$ cat src/rtl/uart_pkg.sv
// Shared types and elaboration-time helpers for the buffered UART transmitter.
package uart_pkg;

    typedef enum logic [1:0] {
        IDLE  = 2'd0,
        START = 2'd1,
        DATA  = 2'd2,
        STOP  = 2'd3
    } tx_state_e;

    // Bit period in clock cycles, rounded to the nearest whole cycle.
    function automatic int baud_div(input int clk_freq, input int baud);
        return (clk_freq + baud / 2) / baud;
    endfunction

endpackage

$ cat src/rtl/sync_fifo.sv
// Single-clock byte FIFO with occupancy count; head word is visible on rdata.
module sync_fifo #(
    parameter int WIDTH = 8,
    parameter int DEPTH = 16
) (
    input  logic                   clk,
    input  logic                   resetn,
    input  logic                   push,
    input  logic                   pop,
    input  logic [WIDTH-1:0]       wdata,
    output logic [WIDTH-1:0]       rdata,
    output logic                   full,
    output logic                   empty,
    output logic [$clog2(DEPTH):0] level
);
    localparam int PTR_W = $clog2(DEPTH);
    localparam int LVL_W = PTR_W + 1;

    logic [WIDTH-1:0] mem_q [DEPTH];
    logic [PTR_W-1:0] wr_ptr_q;
    logic [PTR_W-1:0] rd_ptr_q;
    logic [LVL_W-1:0] level_q;
    logic [LVL_W-1:0] level_d;
    logic             do_push;
    logic             do_pop;

    // Fullness comes from the registered level only, so a same-cycle pop never frees a slot.
    assign full    = (level_q == LVL_W'(DEPTH));
    assign empty   = (level_q == '0);
    assign do_push = push && !full;
    assign do_pop  = pop && !empty;
    assign rdata   = mem_q[rd_ptr_q];
    assign level   = level_q;

    always_comb begin
        level_d = level_q;
        if (do_push && !do_pop) begin
            level_d = level_q + LVL_W'(1);
        end else if (!do_push && do_pop) begin
            level_d = level_q - LVL_W'(1);
        end
    end

    always_ff @(posedge clk) begin
        if (do_push) begin
            mem_q[wr_ptr_q] <= wdata;
        end
    end

    always_ff @(posedge clk or negedge resetn) begin
        if (!resetn) begin
            wr_ptr_q <= '0;
            rd_ptr_q <= '0;
            level_q  <= '0;
        end else begin
            if (do_push) begin
                wr_ptr_q <= wr_ptr_q + PTR_W'(1);
            end
            if (do_pop) begin
                rd_ptr_q <= rd_ptr_q + PTR_W'(1);
            end
            level_q <= level_d;
        end
    end

endmodule

$ cat src/rtl/uart_tx_fifo.sv
// Buffered 8N1 UART transmitter: byte FIFO feeding a registered serializer FSM.
module uart_tx_fifo
    import uart_pkg::*;
#(
    parameter int CLK_FREQ = 12000000,
    parameter int BAUD     = 115200,
    parameter int DEPTH    = 16
) (
    input  logic                   clk,
    input  logic                   resetn,
    input  logic [7:0]             in_data,
    input  logic                   in_valid,
    output logic                   in_ready,
    output logic                   uart_tx,
    output logic                   busy,
    output logic [$clog2(DEPTH):0] level
);
    localparam int DIV   = baud_div(CLK_FREQ, BAUD);
    localparam int CNT_W = (DIV > 1) ? $clog2(DIV) : 1;
    localparam logic [CNT_W-1:0] CNT_LAST = CNT_W'(DIV - 1);

    tx_state_e        state_q;
    logic [CNT_W-1:0] cnt_q;
    logic [2:0]       bit_q;
    logic [7:0]       shift_q;
    logic             tx_q;
    logic             line_busy_q;

    logic             fifo_full;
    logic             fifo_empty;
    logic [7:0]       fifo_rdata;
    logic             pop;
    logic             bit_end;

    assign bit_end = (cnt_q == CNT_LAST);
    assign pop     = !fifo_empty && ((state_q == IDLE) || ((state_q == STOP) && bit_end));

    sync_fifo #(
        .WIDTH (8),
        .DEPTH (DEPTH)
    ) u_fifo (
        .clk    (clk),
        .resetn (resetn),
        .push   (in_valid),
        .pop    (pop),
        .wdata  (in_data),
        .rdata  (fifo_rdata),
        .full   (fifo_full),
        .empty  (fifo_empty),
        .level  (level)
    );

    // The line register trails the state by one cycle, so busy also covers that trailing cycle.
    assign in_ready = !fifo_full;
    assign busy     = (state_q != IDLE) || !fifo_empty || line_busy_q;
    assign uart_tx  = tx_q;

    always_ff @(posedge clk or negedge resetn) begin
        if (!resetn) begin
            state_q     <= IDLE;
            cnt_q       <= '0;
            bit_q       <= '0;
            shift_q     <= '0;
            tx_q        <= 1'b1;
            line_busy_q <= 1'b0;
        end else begin
            line_busy_q <= (state_q != IDLE);
            case (state_q)
                START:   tx_q <= 1'b0;
                DATA:    tx_q <= shift_q[0];
                default: tx_q <= 1'b1;
            endcase

            case (state_q)
                IDLE: begin
                    if (pop) begin
                        shift_q <= fifo_rdata;
                        cnt_q   <= '0;
                        state_q <= START;
                    end
                end
                START: begin
                    if (bit_end) begin
                        cnt_q   <= '0;
                        bit_q   <= '0;
                        state_q <= DATA;
                    end else begin
                        cnt_q <= cnt_q + CNT_W'(1);
                    end
                end
                DATA: begin
                    if (bit_end) begin
                        cnt_q   <= '0;
                        shift_q <= {1'b0, shift_q[7:1]};
                        if (bit_q == 3'd7) begin
                            state_q <= STOP;
                        end else begin
                            bit_q <= bit_q + 3'd1;
                        end
                    end else begin
                        cnt_q <= cnt_q + CNT_W'(1);
                    end
                end
                STOP: begin
                    if (bit_end) begin
                        cnt_q <= '0;
                        if (pop) begin
                            shift_q <= fifo_rdata;
                            state_q <= START;
                        end else begin
                            state_q <= IDLE;
                        end
                    end else begin
                        cnt_q <= cnt_q + CNT_W'(1);
                    end
                end
                default: state_q <= IDLE;
            endcase
        end
    end

endmodule

$ cat config.mk
export PLATFORM = sky130hd
export DESIGN_NAME = uart_tx_fifo
export DESIGN_NICKNAME = d
export VERILOG_FILES = /design/src/rtl/uart_pkg.sv /design/src/rtl/sync_fifo.sv /design/src/rtl/uart_tx_fifo.sv
export SDC_FILE = /design/constraint.sdc
export NUM_CORES = 1
export LEC_CHECK = 0
export ABC_AREA = 1
export BUFFER_PORTS_ARGS = -buffer_cell sky130_fd_sc_hd__buf_2
export CORE_MARGIN = 2
export CORE_UTILIZATION = 50
export CTS_CLUSTER_SIZE = 25
export DETAILED_ROUTE_END_ITERATION = 8
export HOLD_SLACK_MARGIN = 0.08
export PLACE_DENSITY_LB_ADDON = 0.12
export RECOVER_POWER = 100
export SYNTH_ARGS = -nofsm -noshare
export SYNTH_HDL_FRONTEND = slang
export SYNTH_SLANG_ARGS = --single-unit
$ cat constraint.sdc
create_clock -name clk -period 3.7 [get_ports clk]
set_input_delay 0.555 -clock clk [delete_from_list [all_inputs] [get_ports clk]]
set_output_delay 0.555 -clock clk [all_outputs]
set_load 0.02 [all_outputs]
==> results.sh, run 1 <==
export IMPL_crit_fanout=62
export IMPL_synth_edf_count=128
export IMPL_cts_root_buffer="clkbuf_16"
export IMPL_grt_util_met1_pct=27.57
export IMPL_synth_cell_types=35
export IMPL_clkLatencyLatePin_ps=420
export IMPL_max_cap_violations=2
export IMPL_multiInputGateArea_mm2=0.002116
export IMPL_routed_wl_um=15690
export IMPL_slew_headroom_pct=-35.48
export IMPL_synthArstFlopShare_pct=21.47
export IMPL_drt_iter0_drc=435
export IMPL_seqCellArea_mm2=0.004722
export IMPL_synthFlopType="edfxtp_1"
export IMPL_via_per_inst=5.259
export IMPL_layout_commonest_cell="nand2_1"
export IMPL_p_leak_nw=3.517
export IMPL_status="finished, violations left"
export IMPL_start_util_pct=50.88
export IMPL_finalCritPeriodShare_pct=77.56
export IMPL_cts_resized_gates=0
export IMPL_required_ps=4000
export IMPL_worst_setup_path_type="flip-flop to flip-flop"
export IMPL_ir_drop_mv=0.3052
export IMPL_period_minus_slack_ps=2870
export IMPL_switching_power_w=0.001186
export IMPL_syn_inst=737
export IMPL_grt_pass1_vias=4897
export IMPL_cp_end_kind="flip-flop"
export IMPL_cts_tree="built"
export IMPL_clkPwrFrac_pct=37.8
export IMPL_setup_total_negative_slack_ps=0
export IMPL_dp_cells=915
export IMPL_yosysWarnings=0
export IMPL_met3_usage_pct=3.979
export IMPL_cts_setup_buffers=0
export IMPL_finalNetCount=778
export IMPL_antenna_found_initial=0
export IMPL_ctsHoldBuffers=0
export IMPL_port_buffers=18
export IMPL_io_pins=19
export IMPL_tightest_slew_ps=2030
export IMPL_grt_pass1_wl_um=25460
export IMPL_die_y_um=125.4
export IMPL_cts_num_sinks=163
export IMPL_die_area_mm2=0.01572
export IMPL_vias=4975
export IMPL_slew_viol_final=99
export IMPL_track_usage_pct=21.11
export IMPL_gp_congestion=0.8764
export IMPL_core_area_mm2=0.01448
export IMPL_synth_area_mm2=0.007367
export IMPL_rsz0062_at_grt="false"
export IMPL_switching_share_pct=26.29
export IMPL_numCtsBuffers=17
export IMPL_fill_cells=1260
export IMPL_busiest_layer="met2"
export IMPL_clk_path_buf_depth=2
export IMPL_p_seq_share_pct=50.1
export IMPL_start_kind="flip-flop"
export IMPL_die_w_um=125.4
export IMPL_drc_errors=0
export IMPL_violations="capacitance limit, slew limit"
export IMPL_ys_seq_area_share_pct=64.08
export IMPL_power_density_mw_per_mm2=556.4
export IMPL_max_freq_ghz=0.3485
export IMPL_clk_pin_slew_ps=60
export IMPL_clock_skew_ps=5.875
export IMPL_place_hpwl_um=9671
export IMPL_combinationalPowerShare_pct=12.1
export IMPL_final_cell_mix="223 x nand2_1, 128 x edfxtp_1, 98 x nand3_1"
export IMPL_final_cells=946
export IMPL_hold_class="primary input to flip-flop"
export IMPL_area_growth_pct=10.11
export IMPL_p_int_w=0.003326
export IMPL_syn_area_per_cell_um2=9.996
export IMPL_grt_max_degree=70
export IMPL_overflow=0
export IMPL_arrival_ps=3170
export IMPL_ant_nets=0
export IMPL_ys_ff_latch=163
export IMPL_htree_levels=4
export IMPL_core_rowCount=44
export IMPL_avgRoutedWirePerCell_um=16.59
export IMPL_drive_gt1_share_pct=5.906
export IMPL_diodes=0
export IMPL_dr_pass1_iters=5
export IMPL_setup_violations=0
export IMPL_synth_nets=765
export IMPL_use_met2_pct=35.33
export IMPL_hold_violations=0
[area by class of cell]
| type | instances | share of cell area, % |
|---|---|---|
| Inverter | 97 | 4.489 |
| Tap cell | 184 | 2.838 |
| Multi-Input combinational cell | 449 | 26.08 |
| Clock inverter | 14 | 1.944 |
| Timing Repair Buffer | 22 | 1.188 |
| Sequential cell | 163 | 58.21 |
| Clock buffer | 17 | 5.244 |
[power groups by stage]
stage	clock network, W	registers (W)	logic, W
floorplan	0	0.00231	0.000344
global placement	0	0.00229	0.000544
detailed placement	0	0.00229	0.000560
CTS	0.00174	0.00226	0.000564
global route	0.00182	0.00228	0.000621
finish	0.00171	0.00226	0.000546
[logic make-up after synthesis]
logic type	count (synthesis)	share of synthesized area [%]
flops	163	64.08
fa+ha+maj	17	2.989
xor+xnor	9	1.070
simple gates	389	22.49
buf+inv	125	6.726
compound gates	34	2.650
[layer usage]
metal	routed length [µm]	vias to the layer above
li1	-	2420
met1	6709	2384
met2	7773	138
met3	775	33
met4	436	0
met5	0	-
[per-stage QoR]
stage	utilization, %	hold slack [ps]	setup WS [ps]	area, µm²	total power [W]
2_1_floorplan	-	259.4	1298	7367	0.002653
3_3_place_gp	52.40	462.8	1236	7587	0.002831
3_5_place_dp	52.40	466.0	1164	7587	0.002854
4_1_cts	56.43	240.0	936.8	8170	0.004559
5_1_grt	56.02	442.6	593.0	8112	0.004718
6_report	56.02	432.5	830.3	8112	0.004513
[cell usage after synthesis, types with 3 or more instances]
cell type,instances,area (µm²)
buf_2,12,60.06
o21ai_0,19,95.09
nand3_1,97,485.5
nor2_1,55,206.5
inv_1,93,349.1
nor2_2,3,18.77
ha_1,16,200.2
clkbuf_1,11,41.29
xor2_1,8,70.07
nand2_1,220,825.8
edfxtp_1,128,3844
dfrtp_1,34,850.8
buf_1,3,11.26
o211ai_1,3,22.52
nand4_1,4,25.02
a21oi_1,6,30.03
nand2_4,3,33.78
[flip-flops by register name, summed over array words and instances (netlist names), 2 cells and up]
name / count
u_fifo.mem_q: 128
shift_q: 8
cnt_q: 7
u_fifo.level: 5
u_fifo.rd_ptr_q: 4
u_fifo.wr_ptr_q: 4
bit_q: 3
state_q: 2
[worst paths after layout]
kind	from	endpoint	slack [ps]	cells past startpoint
worst min-delay path	in_valid	u_fifo.wr_ptr_q[0]	430	3
worst min register to register	shift_q[1]	shift_q[1]	480	2
worst max-delay path	u_fifo.rd_ptr_q[0]	shift_q[5]	830	8
min in group asynchronous	resetn	cnt_q[6]	640	1
max in group asynchronous	resetn	u_fifo.rd_ptr_q[0]	1850	1
worst max register to register	u_fifo.rd_ptr_q[0]	shift_q[5]	830	8
[critical path, stage by stage (launching register included)]
cell	delay (ps)
dfrtp_2	390
inv_1	1430
nand2_1	100
nand3_1	140
nand3_1	160
nand3_1	200
nand3_1	110
nand2_1	120
nand2_1	70
(Power assumes the default switching activity.)
==> run 2: changes to the inputs <==
Clock period 3.7 ns to 2.4 ns, I/O delays scaled along.
==> results.sh, run 2 (synthesized netlist as in run 1, its figures left out) <==
export IMPL_critical_path_cell_chain="ha_2 > nand2_2 > nor2_2 > nand2_2 > nand2_4 > nand3_4 > ha_4 > inv_2 > ha_1 > nand2_2 > nand2_1 > a21oi_2 > xor2_1 > nand2_1 > o21ai_0"
export IMPL_rsz0062_at_grt="false"
export IMPL_worst_setup_path_type="flip-flop to flip-flop"
export IMPL_core_area_mm2=0.01448
export IMPL_cts_root_buffer="clkbuf_16"
export IMPL_layout_commonest_cell="nand2_1"
export IMPL_overflow=0
export IMPL_setup_total_negative_slack_ps=0
export IMPL_required_ps=2750
export IMPL_clkLatencyLatePin_ps=430
export IMPL_p_leak_nw=3.613
export IMPL_die_w_um=125.4
export IMPL_ant_nets=0
export IMPL_busiest_layer="met2"
export IMPL_port_buffers=18
export IMPL_finalCritPeriodShare_pct=93.27
export IMPL_ir_drop_mv=0.5630
export IMPL_gp_congestion=0.8221
export IMPL_finalNetCount=790
export IMPL_via_per_inst=5.195
export IMPL_postLayoutCellArea_mm2=0.008342
export IMPL_clk_path_buf_depth=2
export IMPL_cp_top_family="simple AND/OR/NAND/NOR gates"
export IMPL_cp_end_kind="flip-flop"
export IMPL_drive_gt1_share_pct=9.419
export IMPL_multiInputGateArea_mm2=0.002177
export IMPL_power_density_mw_per_mm2=868.5
export IMPL_area_growth_pct=13.23
export IMPL_max_cap_violations=0
export IMPL_slew_viol_final=0
export IMPL_drc_errors=0
export IMPL_clk_pin_slew_ps=70
export IMPL_grt_util_met1_pct=30.16
export IMPL_cts_tree="built"
export IMPL_setup_violations=0
export IMPL_io_pins=19
export IMPL_crit_top_cell="nand2_2"
export IMPL_avgRoutedWirePerCell_um=16.73
export IMPL_track_usage_pct=21.64
export IMPL_final_cell_mix="218 x nand2_1, 128 x edfxtp_1, 97 x nand3_1"
export IMPL_grt_pass1_wl_um=25920
export IMPL_vias=4982
export IMPL_met3_usage_pct=5.135
export IMPL_max_freq_ghz=0.4468
export IMPL_fill_cells=1235
export IMPL_start_util_pct=50.88
export IMPL_die_area_mm2=0.01572
export IMPL_place_hpwl_um=9994
export IMPL_slew_headroom_pct=39.18
export IMPL_regMostFlops="u_fifo.mem_q"
export IMPL_drt_iter0_drc=506
export IMPL_cts_num_sinks=163
export IMPL_hold_class="primary input to flip-flop"
export IMPL_grt_max_degree=70
export IMPL_core_rowCount=44
export IMPL_largest_reg_flops=128
export IMPL_antenna_found_initial=0
export IMPL_clock_skew_ps=9.643
export IMPL_tightest_slew_ps=912.2
export IMPL_arrival_ps=2590
export IMPL_dr_pass1_iters=5
export IMPL_hold_violations=0
export IMPL_grt_pass1_vias=4848
export IMPL_start_kind="flip-flop"
export IMPL_fin_hold_ws_ps=229.2
export IMPL_worst_path_largest_cell_delay_ps=400
export IMPL_seqCellArea_mm2=0.004723
export IMPL_dpl_cell_area_mm2=0.007666
export IMPL_routed_wl_um=16040
export IMPL_slowest_stage="dfrtp_1"
export IMPL_htree_levels=4
export IMPL_crit_fanout=5
export IMPL_crit_buf_inv=1
export IMPL_die_y_um=125.4
export IMPL_numCtsBuffers=17
export IMPL_period_minus_slack_ps=2238
export IMPL_largest_registers="u_fifo.mem_q (128), shift_q (8), cnt_q (7)"
export IMPL_use_met2_pct=33.89
export IMPL_status="finished clean"
export IMPL_diodes=0
[run 2: final cells by class]
class                      count  area share (%)
clock inverter                15           2.565
tap                          184           2.760
timing repair buffer          34           2.490
sequential                   163           56.62
inverter                      97           4.365
multi-input combinational    449           26.10
clock buffer                  17           5.100
[run 2: final timing paths]
kind | startpoint | cells past startpoint | endpoint | slack (ps)
max in group asynchronous | resetn | 2 | u_fifo.level[0] | 1180
worst min-delay path | in_valid | 3 | u_fifo.wr_ptr_q[0] | 230
min in group asynchronous | resetn | 2 | cnt_q[3] | 600
worst min register to register | shift_q[6] | 2 | shift_q[6] | 480
worst max-delay path | cnt_q[0] | 15 | u_fifo.level[4] | 160
worst max register to register | cnt_q[0] | 15 | u_fifo.level[4] | 160
[run 2: worst min-delay path, stage by stage]
cell and delay (ps):
buf_2 100, nand2_1 90, xor2_1 70
[run 2: per-stage QoR]
| step | cells | util, % | setup WS [ps] | power [W] |
|---|---|---|---|---|
| 2_1_floorplan | 737 | - | 21.79 | 0.004092 |
| 3_3_place_gp | 922 | 52.95 | 72.27 | 0.004366 |
| 3_5_place_dp | 922 | 52.95 | -78.75 | 0.004409 |
| 4_1_cts | 955 | 57.45 | 19.85 | 0.007284 |
| 5_1_grt | 959 | 57.61 | 11.13 | 0.007570 |
| 6_report | 959 | 57.61 | 161.6 | 0.007245 |
[run 2: layer usage]
layer / routed length (µm) / share of wire, %
met5: 0 / 0
met2: 7689 / 48
met1: 7125 / 44
met4: 238 / 1.5
met3: 987 / 6.2
[run 2: repair_timing]
item,in CTS,in global routing
endpoints found under the hold margin,34,0
hold buffers,1,0
gates resized for setup,2,9
buffers inserted,0,4
endpoints found under the setup margin,1,2
[run 2: power by group]
group	internal, W	total [W]	switching [W]
clock network	0.00161	0.00288	0.00127
registers	0.00335	0.00348	0.000132
logic	0.000255	0.000883	0.000628
total	0.00521	0.00725	0.00203
